===== src/rtl/spi_slave_port_if.sv =====
// spi_slave_port_if: SPI slave pin bundle plus the TX/RX word handshake.
// Modports: slave (the endpoint itself) and master (whatever drives it).
interface spi_slave_port_if #(
  parameter int DATA_WIDTH = 8
);
  logic [2:0]            i_data_config;
  logic [DATA_WIDTH-1:0] i_data;
  logic                  i_tx_valid;
  logic                  o_tx_ready;
  logic [DATA_WIDTH-1:0] o_data;
  logic                  o_rx_valid;
  logic                  o_interrupt;
  logic                  o_tx_underrun;
  logic                  o_frame_err;
  logic                  i_SCK;
  logic                  i_SS;
  logic                  i_MOSI;
  logic                  o_MISO;
  logic                  o_MISO_oe;

  modport slave (
    input  i_data_config,
    input  i_data,
    input  i_tx_valid,
    output o_tx_ready,
    output o_data,
    output o_rx_valid,
    output o_interrupt,
    output o_tx_underrun,
    output o_frame_err,
    input  i_SCK,
    input  i_SS,
    input  i_MOSI,
    output o_MISO,
    output o_MISO_oe
  );

  modport master (
    output i_data_config,
    output i_data,
    output i_tx_valid,
    input  o_tx_ready,
    input  o_data,
    input  o_rx_valid,
    input  o_interrupt,
    input  o_tx_underrun,
    input  o_frame_err,
    output i_SCK,
    output i_SS,
    output i_MOSI,
    input  o_MISO,
    input  o_MISO_oe
  );
endinterface


===== src/rtl/spi_slave_port.sv =====
// spi_slave_port: oversampled SPI slave, all logic on i_sys_clk.
// Ports: i_sys_clk, i_sys_rst (sync, high), bus (spi_slave_port_if.slave).
module spi_slave_port #(
  parameter int DATA_WIDTH  = 8,
  parameter int SYNC_STAGES = 2
) (
  input logic              i_sys_clk,
  input logic              i_sys_rst,
  spi_slave_port_if.slave  bus
);

  localparam int W  = DATA_WIDTH;
  localparam int CW = $clog2(W + 1);

  typedef enum logic {
    IDLE,
    SHIFT
  } state_t;

  state_t state, state_n;

  logic [SYNC_STAGES-1:0] sck_sync;
  logic [SYNC_STAGES-1:0] ss_sync;
  logic [SYNC_STAGES-1:0] mosi_sync;
  logic sck_d, ss_d;
  logic sck_s, ss_s, mosi_s;

  logic [2:0]    cfg, cfg_n;
  logic [W-1:0]  tx_shift, tx_n;
  logic [W-1:0]  rx_shift, rx_n;
  logic [CW-1:0] bit_cnt, cnt_n;
  logic [W-1:0]  hold, hold_n;
  logic          hold_full, full_n;
  logic          pend, pend_n;
  logic          first, first_n;
  logic [W-1:0]  data_q, data_n;
  logic          rv_q, rv_n;
  logic          ur_q, ur_n;
  logic          fe_q, fe_n;

  logic sck_rise, sck_fall, ss_rise, ss_fall;
  logic lead, trail, sample, shift, lsb;
  logic load, wr;
  logic [W-1:0] rx_word;

  // SS flops reset low so a slave select already held low at reset
  // release does not look like a fresh falling edge.
  always_ff @(posedge i_sys_clk) begin
    if (i_sys_rst) begin
      sck_sync  <= '0;
      ss_sync   <= '0;
      mosi_sync <= '0;
      sck_d     <= 1'b0;
      ss_d      <= 1'b0;
    end else begin
      sck_sync  <= {sck_sync[SYNC_STAGES-2:0], bus.i_SCK};
      ss_sync   <= {ss_sync[SYNC_STAGES-2:0], bus.i_SS};
      mosi_sync <= {mosi_sync[SYNC_STAGES-2:0], bus.i_MOSI};
      sck_d     <= sck_s;
      ss_d      <= ss_s;
    end
  end

  assign sck_s  = sck_sync[SYNC_STAGES-1];
  assign ss_s   = ss_sync[SYNC_STAGES-1];
  assign mosi_s = mosi_sync[SYNC_STAGES-1];

  assign sck_rise = sck_s & ~sck_d;
  assign sck_fall = ~sck_s & sck_d;
  assign ss_rise  = ss_s & ~ss_d;
  assign ss_fall  = ~ss_s & ss_d;

  assign lead   = cfg[1] ? sck_fall : sck_rise;
  assign trail  = cfg[1] ? sck_rise : sck_fall;
  assign sample = cfg[0] ? trail : lead;
  assign shift  = cfg[0] ? lead : trail;
  assign lsb    = cfg[2];

  assign rx_word = lsb ? {mosi_s, rx_shift[W-1:1]}
                       : {rx_shift[W-2:0], mosi_s};

  assign wr = bus.i_tx_valid & ~hold_full;

  always_ff @(posedge i_sys_clk) begin
    if (i_sys_rst) begin
      state     <= IDLE;
      cfg       <= '0;
      tx_shift  <= '0;
      rx_shift  <= '0;
      bit_cnt   <= '0;
      hold      <= '0;
      hold_full <= 1'b0;
      pend      <= 1'b0;
      first     <= 1'b0;
      data_q    <= '0;
      rv_q      <= 1'b0;
      ur_q      <= 1'b0;
      fe_q      <= 1'b0;
    end else begin
      state     <= state_n;
      cfg       <= cfg_n;
      tx_shift  <= tx_n;
      rx_shift  <= rx_n;
      bit_cnt   <= cnt_n;
      hold      <= hold_n;
      hold_full <= full_n;
      pend      <= pend_n;
      first     <= first_n;
      data_q    <= data_n;
      rv_q      <= rv_n;
      ur_q      <= ur_n;
      fe_q      <= fe_n;
    end
  end

  always_comb begin
    state_n = state;
    cfg_n   = cfg;
    tx_n    = tx_shift;
    rx_n    = rx_shift;
    cnt_n   = bit_cnt;
    hold_n  = hold;
    full_n  = hold_full;
    pend_n  = pend;
    first_n = first;
    data_n  = data_q;
    rv_n    = 1'b0;
    ur_n    = 1'b0;
    fe_n    = 1'b0;
    load    = 1'b0;

    unique case (state)
      IDLE: begin
        if (ss_fall) begin
          state_n = SHIFT;
          cfg_n   = bus.i_data_config;
          load    = 1'b1;
          cnt_n   = '0;
          rx_n    = '0;
          pend_n  = 1'b0;
          first_n = 1'b1;
        end
      end
      SHIFT: begin
        if (sample) begin
          rx_n = rx_word;
          if (bit_cnt == CW'(W - 1)) begin
            data_n = rx_word;
            rv_n   = 1'b1;
            cnt_n  = '0;
            pend_n = 1'b1;
          end else begin
            cnt_n = bit_cnt + CW'(1);
          end
        end else if (shift && !ss_rise) begin
          first_n = 1'b0;
          if (pend) begin
            load   = 1'b1;
            pend_n = 1'b0;
          end else if (!(first && cfg[0])) begin
            // CPHA=1: bit 0 is already on MISO from the load,
            // so the first shift edge only consumes the slot.
            tx_n = lsb ? (tx_shift >> 1) : (tx_shift << 1);
          end
        end
        // A sample landing with SS rise completes the frame first.
        if (ss_rise) begin
          state_n = IDLE;
          pend_n  = 1'b0;
          fe_n    = (cnt_n != '0);
        end
      end
      default: state_n = IDLE;
    endcase

    if (load) begin
      tx_n = hold_full ? hold : '0;
      ur_n = ~hold_full;
    end

    // A write alongside a load lands in the freshly emptied holding reg.
    if (load) begin
      full_n = wr;
      if (wr) hold_n = bus.i_data;
    end else if (wr) begin
      full_n = 1'b1;
      hold_n = bus.i_data;
    end
  end

  assign bus.o_tx_ready    = ~hold_full;
  assign bus.o_data        = data_q;
  assign bus.o_rx_valid    = rv_q;
  assign bus.o_interrupt   = rv_q;
  assign bus.o_tx_underrun = ur_q;
  assign bus.o_frame_err   = fe_q;
  assign bus.o_MISO_oe     = (state == SHIFT);
  assign bus.o_MISO        = (state == SHIFT) &
                             (lsb ? tx_shift[0] : tx_shift[W-1]);

endmodule


===== src/flat_wrapper.sv =====
// flat-port wrapper written by rule: the top's interface ports become plain ports
module spi_slave_port_flat 
#(
  parameter int DATA_WIDTH  = 8,
  parameter int SYNC_STAGES = 2
)
  (i_sys_clk, i_sys_rst, bus_i_data_config, bus_i_data, bus_i_tx_valid, bus_o_tx_ready, bus_o_data, bus_o_rx_valid, bus_o_interrupt, bus_o_tx_underrun, bus_o_frame_err, bus_i_SCK, bus_i_SS, bus_i_MOSI, bus_o_MISO, bus_o_MISO_oe);
  spi_slave_port_if #(.DATA_WIDTH(DATA_WIDTH)) bus_i ();
  input logic i_sys_clk;
  input logic i_sys_rst;
  input wire logic [$bits(bus_i.i_data_config)-1:0] bus_i_data_config;
  input wire logic [$bits(bus_i.i_data)-1:0] bus_i_data;
  input wire logic [$bits(bus_i.i_tx_valid)-1:0] bus_i_tx_valid;
  output wire logic [$bits(bus_i.o_tx_ready)-1:0] bus_o_tx_ready;
  output wire logic [$bits(bus_i.o_data)-1:0] bus_o_data;
  output wire logic [$bits(bus_i.o_rx_valid)-1:0] bus_o_rx_valid;
  output wire logic [$bits(bus_i.o_interrupt)-1:0] bus_o_interrupt;
  output wire logic [$bits(bus_i.o_tx_underrun)-1:0] bus_o_tx_underrun;
  output wire logic [$bits(bus_i.o_frame_err)-1:0] bus_o_frame_err;
  input wire logic [$bits(bus_i.i_SCK)-1:0] bus_i_SCK;
  input wire logic [$bits(bus_i.i_SS)-1:0] bus_i_SS;
  input wire logic [$bits(bus_i.i_MOSI)-1:0] bus_i_MOSI;
  output wire logic [$bits(bus_i.o_MISO)-1:0] bus_o_MISO;
  output wire logic [$bits(bus_i.o_MISO_oe)-1:0] bus_o_MISO_oe;
  assign bus_i.i_data_config = bus_i_data_config;
  assign bus_i.i_data = bus_i_data;
  assign bus_i.i_tx_valid = bus_i_tx_valid;
  assign bus_o_tx_ready = bus_i.o_tx_ready;
  assign bus_o_data = bus_i.o_data;
  assign bus_o_rx_valid = bus_i.o_rx_valid;
  assign bus_o_interrupt = bus_i.o_interrupt;
  assign bus_o_tx_underrun = bus_i.o_tx_underrun;
  assign bus_o_frame_err = bus_i.o_frame_err;
  assign bus_i.i_SCK = bus_i_SCK;
  assign bus_i.i_SS = bus_i_SS;
  assign bus_i.i_MOSI = bus_i_MOSI;
  assign bus_o_MISO = bus_i.o_MISO;
  assign bus_o_MISO_oe = bus_i.o_MISO_oe;
  spi_slave_port #(.DATA_WIDTH(DATA_WIDTH), .SYNC_STAGES(SYNC_STAGES)) u_core (.i_sys_clk(i_sys_clk), .i_sys_rst(i_sys_rst), .bus(bus_i));
endmodule

===== config.mk =====
export PLATFORM = sky130hd
export DESIGN_NAME = spi_slave_port_flat
export DESIGN_NICKNAME = d
export VERILOG_FILES = /design/src/rtl/spi_slave_port_if.sv /design/src/rtl/spi_slave_port.sv /design/src/flat_wrapper.sv
export SDC_FILE = /design/constraint.sdc
export NUM_CORES = 1
export LEC_CHECK = 0
export BUFFER_PORTS_ARGS = -buffer_cell sky130_fd_sc_hd__buf_2
export CAP_MARGIN = 10
export CELL_PAD_IN_SITES_DETAIL_PLACEMENT = 2
export CELL_PAD_IN_SITES_GLOBAL_PLACEMENT = 2
export CORE_MARGIN = 5
export CORE_UTILIZATION = 35
export DETAILED_ROUTE_END_ITERATION = 16
export GPL_ROUTABILITY_DRIVEN = 0
export HOLD_SLACK_MARGIN = 0.12
export PLACE_DENSITY = 0.89
export SLEW_MARGIN = 5
export SYNTH_ARGS = -nofsm -noshare
export SYNTH_HDL_FRONTEND = slang
export SYNTH_SLANG_ARGS = --single-unit

===== constraint.sdc =====
create_clock -name i_sys_clk -period 2.1 [get_ports i_sys_clk]
set_input_delay 0.315 -clock i_sys_clk [delete_from_list [all_inputs] [get_ports i_sys_clk]]
set_output_delay 0.315 -clock i_sys_clk [all_outputs]
set_load 0.05 [all_outputs]

* After elaboration in Yosys (flattened, before gate mapping)
Index checks and enable logic that the tools add are counted. Widths: inputs -> output; s select.
Word-level totals: input port bits 17, output and inout bits 15, bits in registers 54, word-level logic and storage cells 101
Cells by class: $add $sub $neg 1, equality and inequality tests 10, mux-type cells 41, reductions and logical operators 16, bitwise operators 15
Operators by type and width (number):
- $mux 8 | 11
- $mux 1 | 20
- $mux 4 | 4
- $pmux 8 s2 | 1
- $ne 2x2->1 const B | 5
- $not 1->1 | 9
- $reduce_and 3->1 | 3
- $ne 4x4->1 const B | 2
- $pmux 1 s2 | 4
- $pmux 4 s2 | 1
- $and 1x1->1 | 6
- $reduce_bool 2->1 | 3
- $reduce_or 3->1 | 2
- $reduce_and 5->1 | 1
- $add 4x1->4 const B | 1
- $eq 4x3->1 const B | 1
- $ne 2x1->1 const B | 2
- $reduce_and 2->1 | 2
- $reduce_bool 4->1 | 1
- $logic_and 1x1->1 | 2
- $reduce_or 2->1 | 1
- $logic_not 1->1 | 1

* Depth between registers and ports, before layout
Gate-level depths: netlist of run 1.
depth in word-level cells 10, mapped depth 6, mapped depth without buffers 6

* Worst setup path before layout of run 1
No wires, ideal clock.
path kind reg2out, start register u_core.state, in the netlist u_core.bus.o_MISO_oe, end output port bus_o_MISO, buffers on the path 2, stages on the path, launching flop included 4, arrival 1.925 ns, data required time 1.785 ns, path slack -0.140 ns, cell sequence dfxtp_1 > clkbuf_1 > clkbuf_1 > nor2b_1
On the way: word-level cells in the longest chain between the ends 1
Ends and longest elaborated chain:
- start, declared | line spi_slave_port.sv:20 | state_t state, state_n;
- start signal, assigned | line spi_slave_port.sv:100 | state <= state_n;
- $and 1x1->1 | line spi_slave_port.sv:198 | assign bus.o_MISO = (state == SHIFT) &
- end, declared | line flat_wrapper.sv:23 | output wire logic [$bits(bus_i.o_MISO)-1:0] bus_o_MISO;
Every way passes these cells.

* Worst setup path in the final report of run 1
start register u_core.cfg[0], end register u_core.tx_shift[0]
On the way: word-level cells in the longest chain between the ends 7, elaborated cells on any way between the ends 14, classes of those cells 3 x eq/ne; 6 x mux; 5 x reduce/logical
Ends and longest elaborated chain:
- start, declared | line spi_slave_port.sv:28 | logic [2:0] cfg, cfg_n;
- start signal, assigned | line spi_slave_port.sv:101 | cfg <= cfg_n;
- $mux 1 | line spi_slave_port.sv:76 | assign shift = cfg[0] ? lead : trail;
- $logic_and 1x1->1 | line spi_slave_port.sv:155 | end else if (shift && !ss_rise) begin
- $mux 1 | line spi_slave_port.sv:155
- $mux 1 | line spi_slave_port.sv:145 | if (sample) begin
- $pmux 1 s2 | line spi_slave_port.sv:132 | unique case (state)
- $ne 2x2->1 (no source line), or another cell as far along
- $reduce_and 5->1 (no source line)
- end signal, assigned | line spi_slave_port.sv:102 | tx_shift <= tx_n;
- end, declared | line spi_slave_port.sv:29 | logic [W-1:0] tx_shift, tx_n;
Several ways; a longest one is shown, not always the timed one. A chain may end at the register's enable or synchronous reset.

==> results of run 1 <==
==> per-layer routing <==
metal  up-vias  global-route usage  part of all wire
met5         -                   0                 0
met4         0              0.0619             0.024
met3        12              0.0320             0.033
met2        55               0.324              0.52
met1      1034               0.206              0.42
li1        981                   -                 -
==> worst paths after layout <==
| check | from | end | slack [ns] |
|---|---|---|---|
| hold / removal | bus_i_MOSI | u_core.mosi_sync[0] | 0.20 |
| setup reg to reg | u_core.cfg[0] | u_core.tx_shift[0] | 0.03 |
| hold reg to reg | u_core.sck_sync[0] | u_core.sck_sync[1] | 0.45 |
| setup / recovery | u_core.cfg[0] | u_core.tx_shift[0] | 0.03 |
==> per-stage QoR <==
stage / setup WS [ns] / instances / setup TNS [ns]
6_report: 0.0294 / 372 / 0
5_1_grt: -0.0145 / 372 / -0.0145
2_1_floorplan: 0.0980 / 260 / 0
4_1_cts: 0.0290 / 372 / 0
3_5_place_dp: 0.0618 / 362 / 0
3_3_place_gp: 0.216 / 362 / 0
==> flip-flops by register name, summed over array words and instances, names as in the netlist, 2 cells and up <==
signal             count
u_core.bit_cnt         4
u_core.sck_sync        2
u_core.mosi_sync       2
u_core.ss_sync         2
u_core.rx_shift        8
u_core.cfg             3
u_core.hold            8
u_core.bus.o_data      8
u_core.tx_shift        8
==> placed cells by master (no fill, tap or decap), types with 3 or more instances in the layout <==
cell and n:
clkbuf_8 5, a31oi_1 8, mux2i_1 17, a211oi_1 8
a21oi_1 28, nand2_1 29, dfxtp_1 54, nand2b_1 14
nand3_1 9, buf_4 12, buf_2 31, inv_1 3
o21ai_0 3, a221oi_1 6, o2bb2ai_1 8, nor2b_1 9
nor2_1 15
==> worst register-to-register path: cells and delay by family, from the launching register on <==
kind	cells	cell delay (ns)
flip-flops	1	0.39
buffers and inverters	2	0.32
multiplexers	1	0.12
AO/OA/AOI/OAI	3	0.87
XOR/XNOR	1	0.27
==> area by class of cell <==
class	count	area share
multi-input cells	184	0.440
flip-flops and latches	54	0.390
repair buffers	43	0.0884
well taps	80	0.0361
clock buffers	5	0.0248
clock inverters	3	0.0171
inverters	3	0.00406
==> cells by family (layout without fill, tap and decap cells) <==
family / Yosys count / in the layout / share of synthesized area
simple gates: 92 / 92 / 0.194
compound gates: 70 / 70 / 0.202
flops: 54 / 54 / 0.458
buf+inv: 22 / 54 / 0.0440
mux: 19 / 19 / 0.0859
xor+xnor: 2 / 2 / 0.0106
fa+ha+maj: 1 / 1 / 0.00530
==> power groups by stage <==
stage	Clock (mW)	Sequential, mW	Combinational, mW
6_report	0.735	1.07	0.153
3_3_place_gp	0	1.09	0.134
4_1_cts	0.749	1.07	0.150
3_5_place_dp	0	1.10	0.143
2_1_floorplan	0	1.09	0.0993
5_1_grt	0.784	1.08	0.168
==> timing repair <==
item / CTS / global route
endpoints found under the setup margin: 3 / 20
resized for setup: 1 / 8
buffers inserted: 2 / 0
pin swaps: 0 / 1
cloned: 0 / 0
==> results.cfg, run 1 <==
[cts]
cts_tree = yes
htreeDepth = 2
cts_buffers = 5
clockBufferDepth = 2
clk_latency_ns = 0.32
clkTransAtPathRegs_ns = 0.11
clockRootBuffer = clkbuf_8
postCtsHoldBufs = 0
clock-sinks = 54

[outcome]
run_status = complete, no violations

[pwr]
p_int_mw = 1.47
power_frac_comb = 0.078
clkPwrFrac = 0.375
swShare = 0.251
powerDensity_nw_per_um2 = 707
seqPwrFrac = 0.547
irDropWorstVdd_uv = 333
switchingPower_mw = 0.493
total_power_mw = 1.96
leakagePower_nw = 0.982

[sta]
fin_crit_sh = 0.986
fin_hold_ws_ns = 0.197
finalHoldViolations = 0
final-max-slew-violation-count = 0
fmaxAchievable_mhz = 483
period_needed_ns = 2.07
relSlewSlack = 0.534
setup_viol = 0
tightest_slew_ns = 0.697
finalClockSkew_ns = 0.00813

[die]
coreArea_um2 = 6680
rows = 30
die_w_um = 92.1
io_pins = 32
floorplan.initialDensity = 0.353
dieArea_um2 = 8480
fp.dieH_um = 92.1

[drt]
drt_iter0_drc = 99
dr.pass1.iters = 4
vias_per_cell = 5.60
vias = 2082
route.detailed.drc = 0
ant_nets = 0
routed_wl_um = 7280
wl_per_cell_um = 19.6

[finish]
fin_util = 0.415
fillers = 754
drive_above_1_share = 0.229
regArea_um2 = 1080
post-route-cell-area_um2 = 2770
insertedDiodeCount = 0
multiInputGateArea_um2 = 1220
final_nets = 309
syn_to_final_growth_pct = 17.6

[placed_design]
placed_cell_area_um2 = 2600
dp_hpwl_um = 4920
port_buffers = 31

[setup_path]
cp_top_family = compound AO/OA/AOI/OAI gates
r2r_cells = 7
arrival_ns = 2.29
cp-end-kind = flop
worstPathRequired_ns = 2.32
worst_path_largest_cell_delay_ns = 0.39
worst-path-max-fanout = 9
cpMaxStageDelayCell = dfxtp_1
critPathKind = flop to flop
path_buf_inv = 2
path_common_cell = buf_4
worst-path-stages = 7
crit_chain = xor2_2 > mux2i_2 > buf_4 > buf_4 > a211oi_1 > a31oi_1 > a221oi_2
worst_setup_path_start_kind = flop

[global_routing]
grt_usage = 0.177
grt_pass1_wl_um = 11900
grt_max_degree = 27
antenna_found_initial = 0
grt_pass1_vias = 2307
gr-total-overflow = 0

[job]
drv_cap = 0

[yosys]
synth_fp_nets = 278
syn_inst = 260
async_reset_ff_frac = 0
synth.ff_latch_count = 54
synthesis.area_um2 = 2360
synth.most_common_cell = dfxtp_1
syn_avg_cell_area_um2 = 9.07
yosysWarnings = 0
ys_seq_area_frac = 0.458
synthDominantCellAreaShare = 0.458
yosys.area.top_type = dfxtp_1
ys.flop_type = dfxtp_1
synth-edff-count = 0
synth_area_leaders = dfxtp_1, mux2i_1, a21oi_1
synth_cell_types = 40
synthTopCellsByCount = dfxtp_1, nand2_1, a21oi_1

[worst_hold_path]
holdPathStages = 2
hp-class = input pin to flop
Power figures use the tool's default switching activity.
==> run 2: changes to the inputs <==
--- a/config.mk
+++ b/config.mk
@@ -15,6 +15,7 @@
 export GPL_ROUTABILITY_DRIVEN = 0
 export HOLD_SLACK_MARGIN = 0.12
 export PLACE_DENSITY = 0.89
+export REMOVE_ABC_BUFFERS = 1
 export SLEW_MARGIN = 5
 export SYNTH_ARGS = -nofsm -noshare
 export SYNTH_HDL_FRONTEND = slang
==> run 2 against run 1 <==
Compared with the run above:
- final area fell by 2.1%
- power fell by 2.7%
- non-clock buffer count fell by 1
- combinational power fell by 7%
- critical path type unchanged
- largest power group unchanged
==> results.cfg, run 2 (same netlist as run 1, synthesis figures left out) <==
[outcome]
run_status = complete, no violations

[sta]
fmaxAchievable_mhz = 508
finalHoldViolations = 0
tightest_slew_ns = 0.594
finalClockSkew_ns = 0.0114
setup_viol = 0
fin_crit_sh = 0.937
period_needed_ns = 1.97
setup_tns_ns = 0
relSlewSlack = 0.603
final-max-slew-violation-count = 0
fin_hold_ws_ns = 0.213

[cts]
clock-sinks = 54
clockRootBuffer = clkbuf_8
cts_buffers = 5
htreeDepth = 2
cts_tree = yes
clk_latency_ns = 0.31
postCtsHoldBufs = 0
clockBufferDepth = 2
clkTransAtPathRegs_ns = 0.10

[finish]
final_nets = 308
drive_above_1_share = 0.207
final_cell_mix = dfxtp_1, buf_2, nand2_1, a21oi_1, mux2i_1
layout_commonest_cell = dfxtp_1
fillers = 784
multiInputGateArea_um2 = 1180
regArea_um2 = 1080
syn_to_final_growth_pct = 15.2
insertedDiodeCount = 0

[global_routing]
grt_pass1_wl_um = 10700
antenna_found_initial = 0
grt_max_degree = 22
grt_pass1_vias = 2158
gr-total-overflow = 0
grt_usage = 0.154

[drt]
routed_wl_um = 6290
wl_per_cell_um = 17.0
ant_nets = 0
vias = 2008
vias_per_cell = 5.43
dr.pass1.iters = 4
route.detailed.drc = 0
drt_iter0_drc = 52

[setup_path]
rr_startpoint = u_core.cfg[1]
r2r-end = u_core.tx_shift[2]
crit_chain = xor2_2 > mux2i_2 > buf_4 > a21o_2 > a31oi_1 > a221oi_1
worstPathRequired_ns = 2.32
cpMaxStageDelayCell = dfxtp_1
worst-path-max-fanout = 8
r2r_cells = 6
arrival_ns = 2.19
worst_setup_path_start_kind = flop
critPathKind = flop to flop
reg2reg_setup_slack_ns = 0.13
cp-end-kind = flop
worst_path_largest_cell_delay_ns = 0.39

[pwr]
seqPwrFrac = 0.562
leakagePower_nw = 0.970
power_frac_comb = 0.074
powerDensity_nw_per_um2 = 703
switchingPower_mw = 0.453
swShare = 0.237
clkPwrFrac = 0.364
p_int_mw = 1.46
irDropWorstVdd_uv = 369

[placed_design]
dp_hpwl_um = 4880
port_buffers = 31

[worst_hold_path]
worstHoldStart = bus_i_SS
min_to = u_core.ss_sync[0]
hp-class = input pin to flop
holdPathStages = 2

[die]
dieArea_um2 = 8480
rows = 30
die_w_um = 92.1
io_pins = 32
floorplan.initialDensity = 0.353
fp.dieH_um = 92.1
coreArea_um2 = 6680

[job]
drv_cap = 0
==> run 2: worst max-delay path, delay by kind of cell (launching register included) <==
kind / cells / cell delay, ns
mux: 1 / 0.36
compound gates: 3 / 0.64
xor+xnor: 1 / 0.29
flops: 1 / 0.39
buf+inv: 1 / 0.20
==> run 2: timing repair <==
item,CTS,global route
hold endpoints to repair,0,0
buffers inserted,0,0
resized for setup,0,2
endpoints found under the setup margin,0,8
==> run 2: layout make-up <==
class / instances / share of cell area
multi-input cells: 184 / 0.433
flip-flops and latches: 54 / 0.398
well taps: 80 / 0.0368
inverters: 3 / 0.00415
clock inverters: 2 / 0.0143
clock buffers: 5 / 0.0253
repair buffers: 42 / 0.0875
==> run 2: worst max path at each step <==
stage | start | end | slack, ns
floorplan | u_core.bus.o_MISO_oe | u_core.tx_shift[0] | -0.1
global placement | u_core.cfg[0] | u_core.bus.o_data[7] | 0.25
detailed placement | u_core.cfg[0] | u_core.tx_shift[2] | 0.06
CTS | u_core.cfg[0] | u_core.tx_shift[2] | 0.04
global route | u_core.cfg[1] | u_core.tx_shift[7] | -0.007
finish | u_core.cfg[1] | u_core.tx_shift[2] | 0.13
==> run 2: power groups by stage <==
stage               combinational [mW]  clock (mW)  sequential [mW]
finish                           0.142       0.695             1.07
global route                     0.157       0.754             1.08
CTS                              0.143       0.715             1.07
detailed placement               0.142           0             1.10
global placement                 0.136           0             1.09
floorplan                       0.0751           0             1.09
==> run 2: per-layer routing <==
| layer | track usage | part of all wire |
|---|---|---|
| met3 | 0.0312 | 0.031 |
| met4 | 0.0297 | 0.0078 |
| met5 | 0 | 0 |
| met2 | 0.280 | 0.51 |
| met1 | 0.189 | 0.45 |
==> run 2: stage by stage <==
stage                     total power [mW]  utilization  cells  setup slack, ns  instance area (um^2)
after global placement                1.23        0.390    363            0.252                  2600
after global routing                  1.99        0.407    370         -0.00694                  2720
after detailed placement              1.24        0.390    363           0.0618                  2600
final                                 1.91        0.407    370            0.133                  2720
after floorplan                       1.17            -    241          -0.0955                  2270
after CTS                             1.93        0.406    370           0.0399                  2710
